==> config.mk <==
export PLATFORM = sky130hd
export DESIGN_NAME = irq_controller12
export DESIGN_NICKNAME = d
export VERILOG_FILES = /design/src/rtl/irq12_pkg.sv /design/src/rtl/irq_prio_enc12.sv /design/src/rtl/irq_controller12.sv
export SDC_FILE = /design/constraint.sdc
export NUM_CORES = 1
export LEC_CHECK = 0
export BUFFER_PORTS_ARGS = -buffer_cell sky130_fd_sc_hd__buf_2
export CAP_MARGIN = 25
export CORE_MARGIN = 5
export CORE_UTILIZATION = 58
export DETAILED_ROUTE_END_ITERATION = 8
export GPL_TIMING_DRIVEN = 0
export PLACE_DENSITY = 0.86
export SETUP_SLACK_MARGIN = 0.05
export SLEW_MARGIN = 20
export SYNTH_ARGS = -nofsm -noshare
export SYNTH_HDL_FRONTEND = slang
export SYNTH_SLANG_ARGS = --single-unit
==> constraint.sdc <==
create_clock -name clk -period 2.4 [get_ports clk]
set_input_delay 0.12 -clock clk [delete_from_list [all_inputs] [get_ports clk]]
set_output_delay 0.12 -clock clk [all_outputs]
set_load 0.05 [all_outputs]
==> src/rtl/irq12_pkg.sv <==
// Shared definitions for the 24-line interrupt controller feeding the 12-bit processor:
// register addresses, FSM encoding and sizing defaults.
package irq12_pkg;

  localparam int NUM_IRQ_DEFAULT = 24;
  localparam int DATA_W_DEFAULT  = 12;
  localparam int VEC_W           = 5;

  localparam logic [1:0] IRQ_MASK_L = 2'd0;
  localparam logic [1:0] IRQ_MASK_H = 2'd1;
  localparam logic [1:0] IRQ_PEND_L = 2'd2;
  localparam logic [1:0] IRQ_PEND_H = 2'd3;

  typedef enum logic [1:0] {
    ST_IDLE    = 2'd0,
    ST_REQ     = 2'd1,
    ST_SERVICE = 2'd2
  } irq_state_e;

endpackage

==> src/rtl/irq_prio_enc12.sv <==
// Combinational priority encoder: the lowest set index wins; vld_o flags any request.
module irq_prio_enc12
  import irq12_pkg::*;
#(
  parameter int NUM_IRQ = NUM_IRQ_DEFAULT
) (
  input  logic [NUM_IRQ-1:0] req_i,
  output logic [VEC_W-1:0]   idx_o,
  output logic               vld_o
);

  // Scanning from the top down lets the lowest set index overwrite last.
  always_comb begin
    idx_o = '0;
    vld_o = 1'b0;
    for (int i = NUM_IRQ - 1; i >= 0; i--) begin
      if (req_i[i]) begin
        idx_o = VEC_W'(i);
        vld_o = 1'b1;
      end
    end
  end

endmodule

==> src/rtl/irq_controller12.sv <==
// Edge-detecting, maskable, non-nesting interrupt controller with a 4-register
// 12-bit bus view (mask and pending, each split into low/high halves).
module irq_controller12
  import irq12_pkg::*;
#(
  parameter int NUM_IRQ = NUM_IRQ_DEFAULT,
  parameter int DATA_W  = DATA_W_DEFAULT
) (
  input  logic               clk,
  input  logic               rst,
  input  logic [NUM_IRQ-1:0] irq_src,
  input  logic               bus_sel,
  input  logic               bus_we,
  input  logic [1:0]         bus_addr,
  input  logic [DATA_W-1:0]  bus_wdata,
  output logic [DATA_W-1:0]  bus_rdata,
  output logic               irq_req,
  output logic [VEC_W-1:0]   irq_vector,
  input  logic               irq_ack,
  input  logic               irq_eoi
);

  localparam int REG_W = 2 * DATA_W;

  irq_state_e         state_q, state_d;
  logic [NUM_IRQ-1:0] mask_q, mask_d;
  logic [NUM_IRQ-1:0] pend_q, pend_d;
  logic [NUM_IRQ-1:0] prev_q;
  logic [VEC_W-1:0]   vec_q, vec_d;
  logic [DATA_W-1:0]  rdata_q, rdata_d;

  logic [REG_W-1:0]   mask_pad, pend_pad;
  logic [REG_W-1:0]   wmask_pad, wclr_pad;
  logic [NUM_IRQ-1:0] rise, ack_clr, enabled;
  logic [DATA_W-1:0]  rd_val;
  logic               ack_take;
  logic [VEC_W-1:0]   enc_idx;
  logic               enc_vld;

  // Registers are viewed zero-extended to two bus words so unimplemented bits read 0.
  assign mask_pad = REG_W'(mask_q);
  assign pend_pad = REG_W'(pend_q);

  always_comb begin
    wmask_pad = mask_pad;
    wclr_pad  = '0;
    if (bus_sel && bus_we) begin
      case (bus_addr)
        IRQ_MASK_L: wmask_pad[DATA_W-1:0]     = bus_wdata;
        IRQ_MASK_H: wmask_pad[REG_W-1:DATA_W] = bus_wdata;
        IRQ_PEND_L: wclr_pad[DATA_W-1:0]      = bus_wdata;
        default:    wclr_pad[REG_W-1:DATA_W]  = bus_wdata;
      endcase
    end
  end

  always_comb begin
    case (bus_addr)
      IRQ_MASK_L: rd_val = mask_pad[DATA_W-1:0];
      IRQ_MASK_H: rd_val = mask_pad[REG_W-1:DATA_W];
      IRQ_PEND_L: rd_val = pend_pad[DATA_W-1:0];
      default:    rd_val = pend_pad[REG_W-1:DATA_W];
    endcase
  end

  assign rdata_d = (bus_sel && !bus_we) ? rd_val : rdata_q;

  // A fresh rising edge always wins over the ack clear and the W1C clear.
  assign rise     = irq_src & ~prev_q;
  assign ack_take = (state_q == ST_REQ) && irq_ack;
  assign ack_clr  = ack_take ? (NUM_IRQ'(1) << vec_q) : '0;
  assign mask_d   = wmask_pad[NUM_IRQ-1:0];
  assign pend_d   = (pend_q & ~(wclr_pad[NUM_IRQ-1:0] | ack_clr)) | rise;
  assign enabled  = pend_q & mask_q;

  irq_prio_enc12 #(
    .NUM_IRQ (NUM_IRQ)
  ) u_prio (
    .req_i (enabled),
    .idx_o (enc_idx),
    .vld_o (enc_vld)
  );

  always_comb begin
    state_d = state_q;
    vec_d   = vec_q;
    case (state_q)
      ST_IDLE: begin
        if (enc_vld) begin
          state_d = ST_REQ;
          vec_d   = enc_idx;
        end
      end
      ST_REQ: begin
        // The latched vector is never replaced; a cleared pending or mask bit withdraws it.
        if (irq_ack) begin
          state_d = ST_SERVICE;
        end else if (!pend_d[vec_q] || !mask_d[vec_q]) begin
          state_d = ST_IDLE;
        end
      end
      ST_SERVICE: begin
        if (irq_eoi) begin
          state_d = ST_IDLE;
        end
      end
      default: state_d = ST_IDLE;
    endcase
  end

  always_ff @(posedge clk) begin
    if (!rst) begin
      state_q <= ST_IDLE;
      mask_q  <= '0;
      pend_q  <= '0;
      prev_q  <= '0;
      vec_q   <= '0;
      rdata_q <= '0;
    end else begin
      state_q <= state_d;
      mask_q  <= mask_d;
      pend_q  <= pend_d;
      prev_q  <= irq_src;
      vec_q   <= vec_d;
      rdata_q <= rdata_d;
    end
  end

  assign irq_req    = (state_q == ST_REQ);
  assign irq_vector = vec_q;
  assign bus_rdata  = rdata_q;

endmodule

# Word-level counts from Yosys, hierarchy flattened
# Cells that the tools add are included.
# op_classes
add_sub_neg	0
n_mul	0
div	0
magnitude_cmp	1
n_eq_ne	7
shift	1
muxes	65
bitwise_logic	7
n_reduce_logical	12
# ops
op	n
5-bit 2-to-1 mux	24
24-bit AND	3
24-bit 2-to-1 mux	3
12-bit 2-to-1 mux	4
24-bit NOT	2
24-bit OR	2
12-bit case mux with 3 select lines	1
1-bit 2-to-1 mux	26
1-bit by 5-bit << shifter with 24-bit output (first input constant)	1
1-bit binary-select mux with 5-bit select	2
2-bit 2-to-1 mux	4
5-bit by 6-bit < comparator with 1-bit output (second input constant)	1
2-bit case mux with 3 select lines	1
2-bit by 1-bit == test with 1-bit output (second input constant)	2
2-bit == test (second input constant)	2
2-bit zero test	2
2-bit inequality test (second input constant)	2
1-bit logical AND	3
1-bit zero test	3
3-bit by 1-bit inequality test with 1-bit output (second input constant)	1
3-bit AND reduction	1
3-bit OR reduction	1
2-bit AND reduction	1
1-bit logical OR	1
# totals
reg_bits	91
latchBits	0
mem_bits_rw	0
rom_bits	0
in_bits	44
output_inout_bits	18
wordCells	99
mem_count	0

# Depth between registers and ports, before layout
# Gate-level depths: netlist of run 1.
# depth
depth_word	27
depth_mapped	9
ltp_nobuf	7

# Hierarchy
# Synthesis of run 1 repeated with hierarchy kept, for this count alone.
# unflattened
cells_unflattened	533
area_unflattened_um2	4783.3
# modules_own_cells
mod	n_inst	cells_each	area_per_inst_um2	seq_area_each_um2
irq_controller12	1	486	4491.8	1821.7
irq_prio_enc12	1	47	291.5	0.0

# Worst setup path after synthesis of run 1
# Ideal clock, no wire load.
# synth_timing
path_type	reg2reg
from	register vec_q[2] (netlist: irq_vector[2])
to	register state_q[0]
setup_time_ns	0.119
arrival_ns	2.046
required_time_ns	2.281
path_slack_ns	0.235
stages_incl_launch_ff	9
path_buffers	1
period_less_slack_ns	2.165
cell_sequence	dfxtp_1 buf_2 nor3b_1 nand3_1 a32o_1 a211oi_1 nor4_1 o31ai_1 o21ai_1
# synth_between
elab_chain_cells	12
word_cells_on_any_way	15
cone_classes	eq/ne (1); shift (1); mux (5); bitwise (4); reduce/logical (4)
# synth_rtl
element	line	text
from (decl)	irq_controller12.sv:29	logic [VEC_W-1:0] vec_q, vec_d;
from (signal assigned)	irq_controller12.sv:124	vec_q <= vec_d;
1-bit by 5-bit << shifter with 24-bit output	irq_controller12.sv:71	assign ack_clr = ack_take ? (NUM_IRQ'(1) << vec_q) : '0;
24-bit 2-to-1 mux	irq_controller12.sv:71	
24-bit OR	irq_controller12.sv:73	assign pend_d = (pend_q & ~(wclr_pad[NUM_IRQ-1:0] | ack_clr)) | rise;
24-bit NOT	irq_controller12.sv:73	
24-bit AND	irq_controller12.sv:73	
24-bit OR	irq_controller12.sv:73	
1-bit binary-select mux with 5-bit select	irq_controller12.sv:98	end else if (!pend_d[vec_q] || !mask_d[vec_q]) begin
1-bit 2-to-1 mux (implied by the code)	irq_controller12.sv:98	
1-bit zero test	irq_controller12.sv:98	
1-bit logical OR (*)	irq_controller12.sv:98	
3-bit by 1-bit inequality test with 1-bit output (no line) (*)	--	
3-bit AND reduction (no line) (*)	--	
to (signal assigned)	irq_controller12.sv:120	state_q <= state_d;
to (decl)	irq_controller12.sv:25	irq_state_e state_q, state_d;
# Every way passes the cells marked *; elsewhere a longest branch is shown, timed or not. The select of a mux whose other input is x is not followed.
# A chain may end at the register's enable or synchronous reset.

# Final worst setup path of run 1
# layout_timing
from	register vec_q[0] (netlist: irq_vector[0])
to	register state_q[0]
# Same word-level chain as after synthesis.

==> results of run 1 <==
-- synthesized netlist by cell type, types with 5 or more instances --
| cell | n | area [µm²] |
|---|---|---|
| sky130_fd_sc_hd__nand2b_1 | 6 | 37.5 |
| sky130_fd_sc_hd__nor3b_1 | 7 | 52.6 |
| sky130_fd_sc_hd__dfxtp_1 | 91 | 1820 |
| sky130_fd_sc_hd__a32o_1 | 5 | 50.1 |
| sky130_fd_sc_hd__a22oi_1 | 16 | 120 |
| sky130_fd_sc_hd__inv_1 | 13 | 48.8 |
| sky130_fd_sc_hd__a22o_1 | 6 | 52.6 |
| sky130_fd_sc_hd__nor2b_1 | 59 | 369 |
| sky130_fd_sc_hd__a32oi_1 | 18 | 158 |
| sky130_fd_sc_hd__nand2_1 | 58 | 218 |
| sky130_fd_sc_hd__a21boi_0 | 15 | 113 |
| sky130_fd_sc_hd__buf_2 | 10 | 50.1 |
| sky130_fd_sc_hd__o21ai_0 | 7 | 35.0 |
| sky130_fd_sc_hd__mux4_2 | 11 | 248 |
| sky130_fd_sc_hd__mux2i_1 | 22 | 220 |
| sky130_fd_sc_hd__and2_1 | 35 | 219 |
| sky130_fd_sc_hd__clkbuf_1 | 19 | 71.3 |
| sky130_fd_sc_hd__a21oi_1 | 23 | 115 |
| sky130_fd_sc_hd__nor2_1 | 17 | 63.8 |
| sky130_fd_sc_hd__nand3_1 | 10 | 50.1 |
-- metrics by stage --
stage / setup WS, ns / std cells / TNS, ns
2_1_floorplan: 0.235 / 510 / 0
5_1_grt: -0.0367 / 711 / -0.0367
6_report: 0.0192 / 711 / 0
3_5_place_dp: -0.182 / 671 / -0.182
4_1_cts: 0.0583 / 711 / 0
3_3_place_gp: -0.174 / 671 / -0.174
-- cell families after synthesis --
group           after synthesis
simple gates                217
compound gates              119
flops                        91
buf+inv                      46
mux                          37
-- worst reg2reg max path, delay by kind of cell (launching register included) --
kind	cells	cell delay (ns)
simple gates	2	0.73
flops	1	0.50
compound gates	5	1.07
-- final cells by class --
class | instances | area [µm²] | share of cell area
Multi-Input combinational cell | 373 | 2630 | 0.475
Sequential cell | 91 | 1820 | 0.329
Buffer | 33 | 173 | 0.0312
Tap cell | 102 | 128 | 0.0230
Inverter | 13 | 48.8 | 0.00881
Clock inverter | 6 | 71.3 | 0.0129
Clock buffer | 10 | 128 | 0.0230
Timing Repair Buffer | 83 | 536 | 0.0967
-- worst max-delay path by stage --
stage                                          to  slack [ns]  cells past startpoint
after floorplan           state_q[0]$_SDFFE_PN0P_        0.23                      8
after global placement    state_q[0]$_SDFFE_PN0P_       -0.17                      8
after detailed placement  state_q[0]$_SDFFE_PN0P_       -0.18                      8
after CTS                 state_q[0]$_SDFFE_PN0P_        0.06                      8
after global routing      state_q[0]$_SDFFE_PN0P_       -0.04                      8
final                     state_q[0]$_SDFFE_PN0P_        0.02                      7
-- power by group --
group / total (mW) / switching (mW) / internal, mW
Clock: 1.09 / 0.601 / 0.491
Sequential: 1.67 / 0.0827 / 1.59
Combinational: 0.644 / 0.390 / 0.254
Total: 3.41 / 1.07 / 2.33
-- routing by layer --
metal,wire length (µm),vias to the layer above
met3,1870,80
met4,922,2
li1,-,2031
met2,6920,315
met1,6570,2130
met5,7,-
-- flip-flops by register name, summed over array words and instances (netlist names) --
name and flops:
bus_rdata 12, irq_vector 5, mask_pad 24, pend_pad 24, prev_q 24, state_q 2
-- repair_timing --
| item | CTS | global route |
|---|---|---|
| hold buffers | 24 | 0 |
| setup endpoints to repair | 1 | 6 |
| endpoints found under the hold margin | 24 | 0 |
| gates resized for setup | 6 | 3 |
==> impl_summary.log, run 1 <==
[metrics] via count of the first global-routing pass: 4,357
[metrics] TritonCTS clock tree: built
[metrics] data required time of the worst path: 2.67 ns
[metrics] number of hold violations in the final report: 0
[metrics] largest incremental delay on the critical path: 0.50 ns
[metrics] time the worst path needs with I/O delays and setup: 2.38 ns
[metrics] kind of cell adding the most delay to the critical path: compound AO/OA/AOI/OAI gates
[metrics] total via count after detailed routing: 4,558
[metrics] R2R Path Start: irq_vector[0]$_SDFFE_PN0P_
[metrics] hold crit path type: in2reg
[metrics] sequential fraction of the synthesis area: 0.392
[metrics] xor/xnor cell area share of the yosys netlist: 0
[metrics] pwr dens: 615 nW/µm²
[metrics] starting utilization of the core area: 0.599
[metrics] skew final: 0.0148 ns
[metrics] DR WL/cell: 22.9 µm
[metrics] number of buffers between clock root and the deepest sink: 2
[metrics] worst vdd rail ir drop: 0.443 mV
[metrics] count of buffering cells on the critical path with inverters included: 0
[metrics] most common cell after layout, fill and taps aside: sky130_fd_sc_hd__dfxtp_1
[metrics] combinational family with the most area after synthesis: simple AND/OR/NAND/NOR gates
[metrics] number of placement rows: 32
[metrics] average cell area after synthesis: 9.12 µm²
[metrics] power after layout: 3.41 mW
[metrics] DRC violations left: 0
[metrics] most frequent cells in the layout: 91 x sky130_fd_sc_hd__dfxtp_1, 69 x sky130_fd_sc_hd__buf_2, 59 x sky130_fd_sc_hd__nor2b_1, 58 x sky130_fd_sc_hd__nand2_1, 35 x sky130_fd_sc_hd__and2_1
[metrics] RD Place Congestion: 1.08
[metrics] mux contribution to synthesized area: 0.114
[metrics] global router's overall resource usage: 0.331
[metrics] clock sink total: 91
[metrics] Top Usage Layer GRT: met2
[metrics] insertion delay of the later-clocked pin in the worst-skew pair: 0.38 ns
[metrics] global-route wire length before repair: 24,600 µm
[metrics] crit path from: irq_vector[0]$_SDFFE_PN0P_
[metrics] vertical die dimension: 99.5 µm
[metrics] simple logic cell fraction of the synthesized area: 0.259
[metrics] cell area after placement: 5070 µm²
[metrics] fin nets: 648
[metrics] global-route track usage on met2: 0.491
[metrics] EDFF count, synth: 0
[metrics] worst reg2reg path endpoint: state_q[0]$_SDFFE_PN0P_
[metrics] Crit Path Category: reg2reg
[metrics] total setup buffers inserted after CTS: 0
[metrics] Worst Reg2Reg Path Length in Cells: 7
[metrics] top_reg_cell synth: sky130_fd_sc_hd__dfxtp_1
[metrics] Detailed Route Iter0 Violations: 529
[metrics] startpoint kind of the worst setup timing path: flop
[metrics] Mapped Cells: 510
[metrics] kind of capture point of the worst setup path: flop
[metrics] fmax: 420 MHz
[metrics] number of search-and-repair iterations in the first detailed-routing pass: 6
[metrics] met1 track demand over resource: 0.453
[metrics] Fillers: 648
[metrics] start point of the worst hold path: irq_eoi
[metrics] fraction of final layout cells with drive strength greater than 1: 0.186
[metrics] pin count of the biggest net entering global routing: 17
[metrics] Max stage delay cell, worst path: sky130_fd_sc_hd__dfxtp_1
[metrics] Net Count, Synth: 554
[metrics] Die Wd: 99.5 µm
[metrics] H-Tree Depth: 3
[metrics] signed area change from the synthesized netlist to the final layout: 19.1%
[metrics] Post-DRT Antenna Nets: 0
[metrics] Placeable Area: 7770 µm²
[metrics] Clock transition at path regs: 0.09 ns
[metrics] number of antenna violations at the first check in global routing: 1
[metrics] post-synthesis async set-or-reset flop share: 0
[metrics] post-route cell area: 5540 µm²
[metrics] final setup violation count: 0
[metrics] cell depth of the worst hold path: 4
[metrics] Tcrit/Tclk final: 0.992
[metrics] data arrival at the endpoint of the critical path: 2.65 ns
[metrics] sequence of cells on the critical path: nor2b_1, nand4_1, a32o_1, a221oi_1, a211oi_1, a21oi_1, o21ai_1
[metrics] Remaining Overflow, GRT: 0
[metrics] sink of the worst hold path: state_q[1]$_SDFFE_PN0P_
[metrics] Avg Vias per Cell: 6.41
[metrics] hpwl dp: 11,900 µm
[metrics] FF-to-FF setup slack: 0.02 ns
[metrics] Worst slew margin: 0.546
[metrics] sum of routed wire length over all layers: 16,300 µm
[metrics] largest fanout of any net on the critical path: 7
[metrics] area fraction in compound gates after synthesis: 0.189
[metrics] Distinct cells, synth: 53
[metrics] met3 usage: 0.0771
[metrics] unrepaired setup endpoints after global routing: true
[metrics] Ys Warns: 0
[metrics] n_diodes: 0
[metrics] post-layout util: 0.713
[metrics] post-synthesis share of cell area spent on full adders, half adders and majority gates: 0
[metrics] post-synthesis sequential element count: 91
[metrics] outcome: finished, final reports clean
[metrics] number of top-level design ports: 62
[metrics] pins over their slew limit: 0
[metrics] post-synth design cell area: 4650 µm²
[metrics] worst-margin pin slew: 0.681 ns
[metrics] Min Hold Slack: 0.0652 ns
[metrics] total leakage power: 2.24 nW
[metrics] TritonCTS Buffers: 9
[metrics] Max-cap violations: 0
[metrics] Total Die Area: 9910 µm²
[metrics] I/O Buffers: 59
[metrics] buffer cell driving the clock tree root: sky130_fd_sc_hd__clkbuf_8
No activity file was read; power rests on OpenSTA's default activity.
==> run 2, diff against run 1 <==
Settings changed: ABC_AREA set to 1, CORE_ASPECT_RATIO set to 1.75, CORE_UTILIZATION 58 to 57, PLACE_DENSITY 0.86 to 0.85.
==> run 2 against run 1 <==
  * Global-route usage up 0.34 points
  * Final cell count up 14%
  * Die area down 3.1%
  * Worst hold slack worse by 0.058 ns
  * Core utilization down 0.10 points
  * Critical endpoint unchanged
  * Highest routed layer is now met4
==> impl_summary.log, run 2 <==
[metrics] data required time of the worst path: 2.61 ns (was 2.67 ns)
[metrics] simple logic cell fraction of the synthesized area: 0.295 (was 0.259)
[metrics] top_reg_cell synth: sky130_fd_sc_hd__dfxtp_1 (unchanged)
[metrics] pins over their slew limit: 0 (unchanged)
[metrics] number of placement rows: 42 (was 32)
[metrics] sink of the worst hold path: prev_q[13]$_SDFF_PN0_ (was state_q[1]$_SDFFE_PN0P_)
[metrics] mux contribution to synthesized area: 0.0229 (was 0.114)
[metrics] most common cell in the netlist: sky130_fd_sc_hd__nand2_1 (was sky130_fd_sc_hd__dfxtp_1)
[metrics] I/O Buffers: 60 (was 59)
[metrics] Clock transition at path regs: 0.07 ns (was 0.09 ns)
[metrics] H-Tree Depth: 3 (unchanged)
[metrics] vertical die dimension: 126 µm (was 99.5 µm)
[metrics] RD Place Congestion: 1.10 (was 1.08)
[metrics] final setup violation count: 0 (unchanged)
[metrics] Detailed Route Iter0 Violations: 438 (was 529)
[metrics] Distinct cells, synth: 37 (was 53)
[metrics] Post-DRT Antenna Nets: 0 (unchanged)
[metrics] most frequent cells in the layout: 166 x sky130_fd_sc_hd__nand2_1, 86 x sky130_fd_sc_hd__dfxtp_1, 72 x sky130_fd_sc_hd__inv_1, 66 x sky130_fd_sc_hd__nor2_1, 63 x sky130_fd_sc_hd__buf_2 (was 91 x sky130_fd_sc_hd__dfxtp_1, 69 x sky130_fd_sc_hd__buf_2, 59 x sky130_fd_sc_hd__nor2b_1, 58 x sky130_fd_sc_hd__nand2_1, 35 x sky130_fd_sc_hd__and2_1)
[metrics] startpoint kind of the worst setup timing path: flop (unchanged)
[metrics] number of top-level design ports: 62 (unchanged)
[metrics] fin nets: 765 (was 648)
[metrics] outcome: finished, final reports clean (unchanged)
[metrics] Crit Path Category: reg2reg (unchanged)
[metrics] Ys Warns: 0 (unchanged)
[metrics] Avg Vias per Cell: 5.98 (was 6.41)
[metrics] worst reg2reg path endpoint: state_q[0]$_SDFFE_PN0P_ (unchanged)
[metrics] DRC violations left: 0 (unchanged)
[metrics] number of hold violations in the final report: 0 (unchanged)
[metrics] Placeable Area: 7510 µm² (was 7770 µm²)
[metrics] EDFF count, synth: 0 (unchanged)
[metrics] list of most frequent post-synthesis cells: 167 x sky130_fd_sc_hd__nand2_1, 91 x sky130_fd_sc_hd__dfxtp_1, 72 x sky130_fd_sc_hd__inv_1, 67 x sky130_fd_sc_hd__nor2_1, 38 x sky130_fd_sc_hd__nand3_1 (was 91 x sky130_fd_sc_hd__dfxtp_1, 59 x sky130_fd_sc_hd__nor2b_1, 58 x sky130_fd_sc_hd__nand2_1, 35 x sky130_fd_sc_hd__and2_1, 23 x sky130_fd_sc_hd__a21oi_1)
[metrics] skew final: 0.00840 ns (was 0.0148 ns)
[metrics] number of antenna violations at the first check in global routing: 0 (was 1)
[metrics] TritonCTS Buffers: 9 (unchanged)
[metrics] area fraction in compound gates after synthesis: 0.169 (was 0.189)
[metrics] post-synthesis async set-or-reset flop share: 0 (unchanged)
[metrics] top cells by area, synth: sky130_fd_sc_hd__dfxtp_1 42%, sky130_fd_sc_hd__nand2_1 14%, sky130_fd_sc_hd__inv_1 6.2% (was sky130_fd_sc_hd__dfxtp_1 39%, sky130_fd_sc_hd__nor2b_1 7.9%, sky130_fd_sc_hd__mux4_2 5.3%)
[metrics] most common cell after layout, fill and taps aside: sky130_fd_sc_hd__nand2_1 (was sky130_fd_sc_hd__dfxtp_1)
[metrics] total leakage power: 2.58 nW (was 2.24 nW)
[metrics] largest fanout of any net on the critical path: 8 (was 7)
[metrics] number of search-and-repair iterations in the first detailed-routing pass: 5 (was 6)
[metrics] via count of the first global-routing pass: 4,713 (was 4,357)
[metrics] signed area change from the synthesized netlist to the final layout: 22.2% (was 19.1%)
[metrics] sum of routed wire length over all layers: 16,300 µm (about the same)
[metrics] Total Die Area: 9600 µm² (was 9910 µm²)
[metrics] sequential cell area in the final layout: 1830 µm² (was 1820 µm²)
[metrics] data arrival at the endpoint of the critical path: 2.53 ns (was 2.65 ns)
[metrics] worst vdd rail ir drop: 0.532 mV (was 0.443 mV)
[metrics] Worst slew margin: 0.494 (was 0.546)
[metrics] post-synthesis share of cell area spent on full adders, half adders and majority gates: 0 (unchanged)
[metrics] TritonCTS clock tree: built (unchanged)
[metrics] post-synthesis sequential element count: 91 (unchanged)
[metrics] Tcrit/Tclk final: 0.967 (was 0.992)
[metrics] clock sink total: 91 (unchanged)
[metrics] post-synth design cell area: 4380 µm² (was 4650 µm²)
[metrics] Placed Cells: 774 (was 671)
[metrics] xor/xnor cell area share of the yosys netlist: 0 (unchanged)
[metrics] Mapped Cells: 626 (was 510)
[metrics] starting utilization of the core area: 0.583 (was 0.599)
[metrics] hpwl dp: 12,200 µm (was 11,900 µm)
[metrics] hold crit path type: in2reg (unchanged)
[metrics] insertion delay of the later-clocked pin in the worst-skew pair: 0.35 ns (was 0.38 ns)
[metrics] total via count after detailed routing: 4,862 (was 4,558)
[metrics] average cell area after synthesis: 7.00 µm² (was 9.12 µm²)
[metrics] Max-cap violations: 0 (unchanged)
[metrics] number of cells in the finished layout apart from fillers: 813 (was 711)
[metrics] unrepaired setup endpoints after global routing: true (unchanged)
[metrics] Worst Reg2Reg Path Length in Cells: 12 (was 7)
[metrics] start point of the worst hold path: irq_src[13] (was irq_eoi)
[metrics] fmax: 431 MHz (was 420 MHz)
[metrics] number of buffers between clock root and the deepest sink: 2 (unchanged)
[metrics] kind of capture point of the worst setup path: flop (unchanged)
[metrics] FF-to-FF setup slack: 0.08 ns (was 0.02 ns)
[metrics] Min Hold Slack: 0.00674 ns (was 0.0652 ns)
[metrics] Net Count, Synth: 670 (was 554)
[metrics] global-route wire length before repair: 24,800 µm (was 24,600 µm)
[metrics] pin count of the biggest net entering global routing: 14 (was 17)
[metrics] fraction of final layout cells with drive strength greater than 1: 0.161 (was 0.186)
[metrics] Multi-input gate area: 2180 µm² (was 2630 µm²)
[metrics] sequential fraction of the synthesis area: 0.416 (was 0.392)
[metrics] Die Wd: 76.3 µm (was 99.5 µm)
[metrics] library cell with the largest summed area after synthesis: sky130_fd_sc_hd__dfxtp_1 (unchanged)
[metrics] pwr dens: 674 nW/µm² (was 615 nW/µm²)
[metrics] n_diodes: 0 (unchanged)
[metrics] global router's overall resource usage: 0.334 (was 0.331)
[metrics] buffer cell driving the clock tree root: sky130_fd_sc_hd__clkbuf_16 (was sky130_fd_sc_hd__clkbuf_8)
[metrics] Fillers: 630 (was 648)
[metrics] cell depth of the worst hold path: 3 (was 4)
[metrics] worst-margin pin slew: 0.756 ns (was 0.681 ns)
[metrics] R2R Path Start: irq_vector[1]$_SDFFE_PN0P_ (was irq_vector[0]$_SDFFE_PN0P_)
[metrics] Remaining Overflow, GRT: 0 (unchanged)
[metrics] proportion of netlist area held by the largest area contributor: 0.416 (was 0.392)
[metrics] combinational family with the most area after synthesis: simple AND/OR/NAND/NOR gates (unchanged)
[metrics] DR WL/cell: 20.0 µm (was 22.9 µm)
[metrics] time the worst path needs with I/O delays and setup: 2.32 ns (was 2.38 ns)
## run 2: cell count changes after synthesis, sizes merged, moves of 6 or more
cell,change
nand2,+114
nor3b,-7
mux4,-12
nor2,+56
nand2b,-6
a22oi,-16
inv,+69
nand4,+6
mux2i,-12
nor2b,-59
o21ai,+29
nand3,+28
a21boi,-16
and2,-35
## run 2: power by group
| part | switching (mW) | internal [mW] |
|---|---|---|
| clock network | 0.580 | 0.724 |
| registers | 0.0704 | 1.60 |
| logic | 0.428 | 0.207 |
## run 2: metrics by stage
step                worst slack, ns  power (mW)  instance area (µm²)  setup TNS [ns]  utilization
finish                       0.0801        3.61                 5350               0        0.712
global route                 0.0189        3.74                 5350               0        0.712
CTS                          0.0522        3.57                 5310               0        0.707
detailed placement           -0.139        2.27                 4790          -0.139        0.637
global placement            -0.0997        2.26                 4790         -0.0997        0.637
floorplan                     0.282        2.05                 4380               0            -
## run 2: what timing repair did
item	CTS	global route
hold endpoints to repair	23	0
hold buffers	23	0
pin swaps	1	4
resized for setup	8	13
setup buffers	0	1
setup endpoints to repair	1	2
## run 2: metal layers
| layer | track usage | routed length, µm | vias up |
|---|---|---|---|
| met3 | 0.0600 | 1440 | 82 |
| met5 | 0 | 0 | - |
| met1 | 0.380 | 5650 | 2216 |
| met2 | 0.557 | 7860 | 303 |
| li1 | - | - | 2261 |
| met4 | 0.237 | 1310 | 0 |
## run 2: worst max-delay path, cell delays in order (launching register included)
cell and delay, ns:
sky130_fd_sc_hd__dfxtp_2 0.45, sky130_fd_sc_hd__nand2_1 0.25, sky130_fd_sc_hd__nor3_2 0.36, sky130_fd_sc_hd__nand2_1 0.14, sky130_fd_sc_hd__a32oi_1 0.31, sky130_fd_sc_hd__a22o_1 0.18, sky130_fd_sc_hd__nor2_1 0.04, sky130_fd_sc_hd__nand2_1 0.08
sky130_fd_sc_hd__nand3_1 0.07, sky130_fd_sc_hd__nand3b_1 0.08, sky130_fd_sc_hd__nand2_1 0.07, sky130_fd_sc_hd__nand3b_1 0.10, sky130_fd_sc_hd__a21oi_2 0.05
## run 2: final cells by class
type,instances,area share
multi-input combinational,428,0.407
sequential,91,0.342
buffer,24,0.0225
inverter,83,0.0587
tap,88,0.0206
clock inverter,2,0.00234
timing repair buffer,84,0.101
clock buffer,13,0.0468
## run 2: cell families (layout without fill, tap and decap cells)
kind of cell / count (synthesis) / count (layout)
muxes: 10 / 10
and+or+nand+nor: 303 / 303
buffers and inverters: 107 / 206
DFF: 91 / 91
AOI/OAI and AO/OA: 115 / 115
## run 2: worst max-delay path by stage
stage                                from                      end  slack (ns)
4_1_cts        irq_vector[1]$_SDFFE_PN0P_  state_q[0]$_SDFFE_PN0P_        0.05
6_report       irq_vector[1]$_SDFFE_PN0P_  state_q[0]$_SDFFE_PN0P_        0.08
3_5_place_dp   irq_vector[2]$_SDFFE_PN0P_  state_q[0]$_SDFFE_PN0P_       -0.14
5_1_grt           state_q[0]$_SDFFE_PN0P_  state_q[0]$_SDFFE_PN0P_        0.02
2_1_floorplan  irq_vector[1]$_SDFFE_PN0P_  state_q[0]$_SDFFE_PN0P_        0.28
3_3_place_gp   irq_vector[2]$_SDFFE_PN0P_  state_q[0]$_SDFFE_PN0P_        -0.1
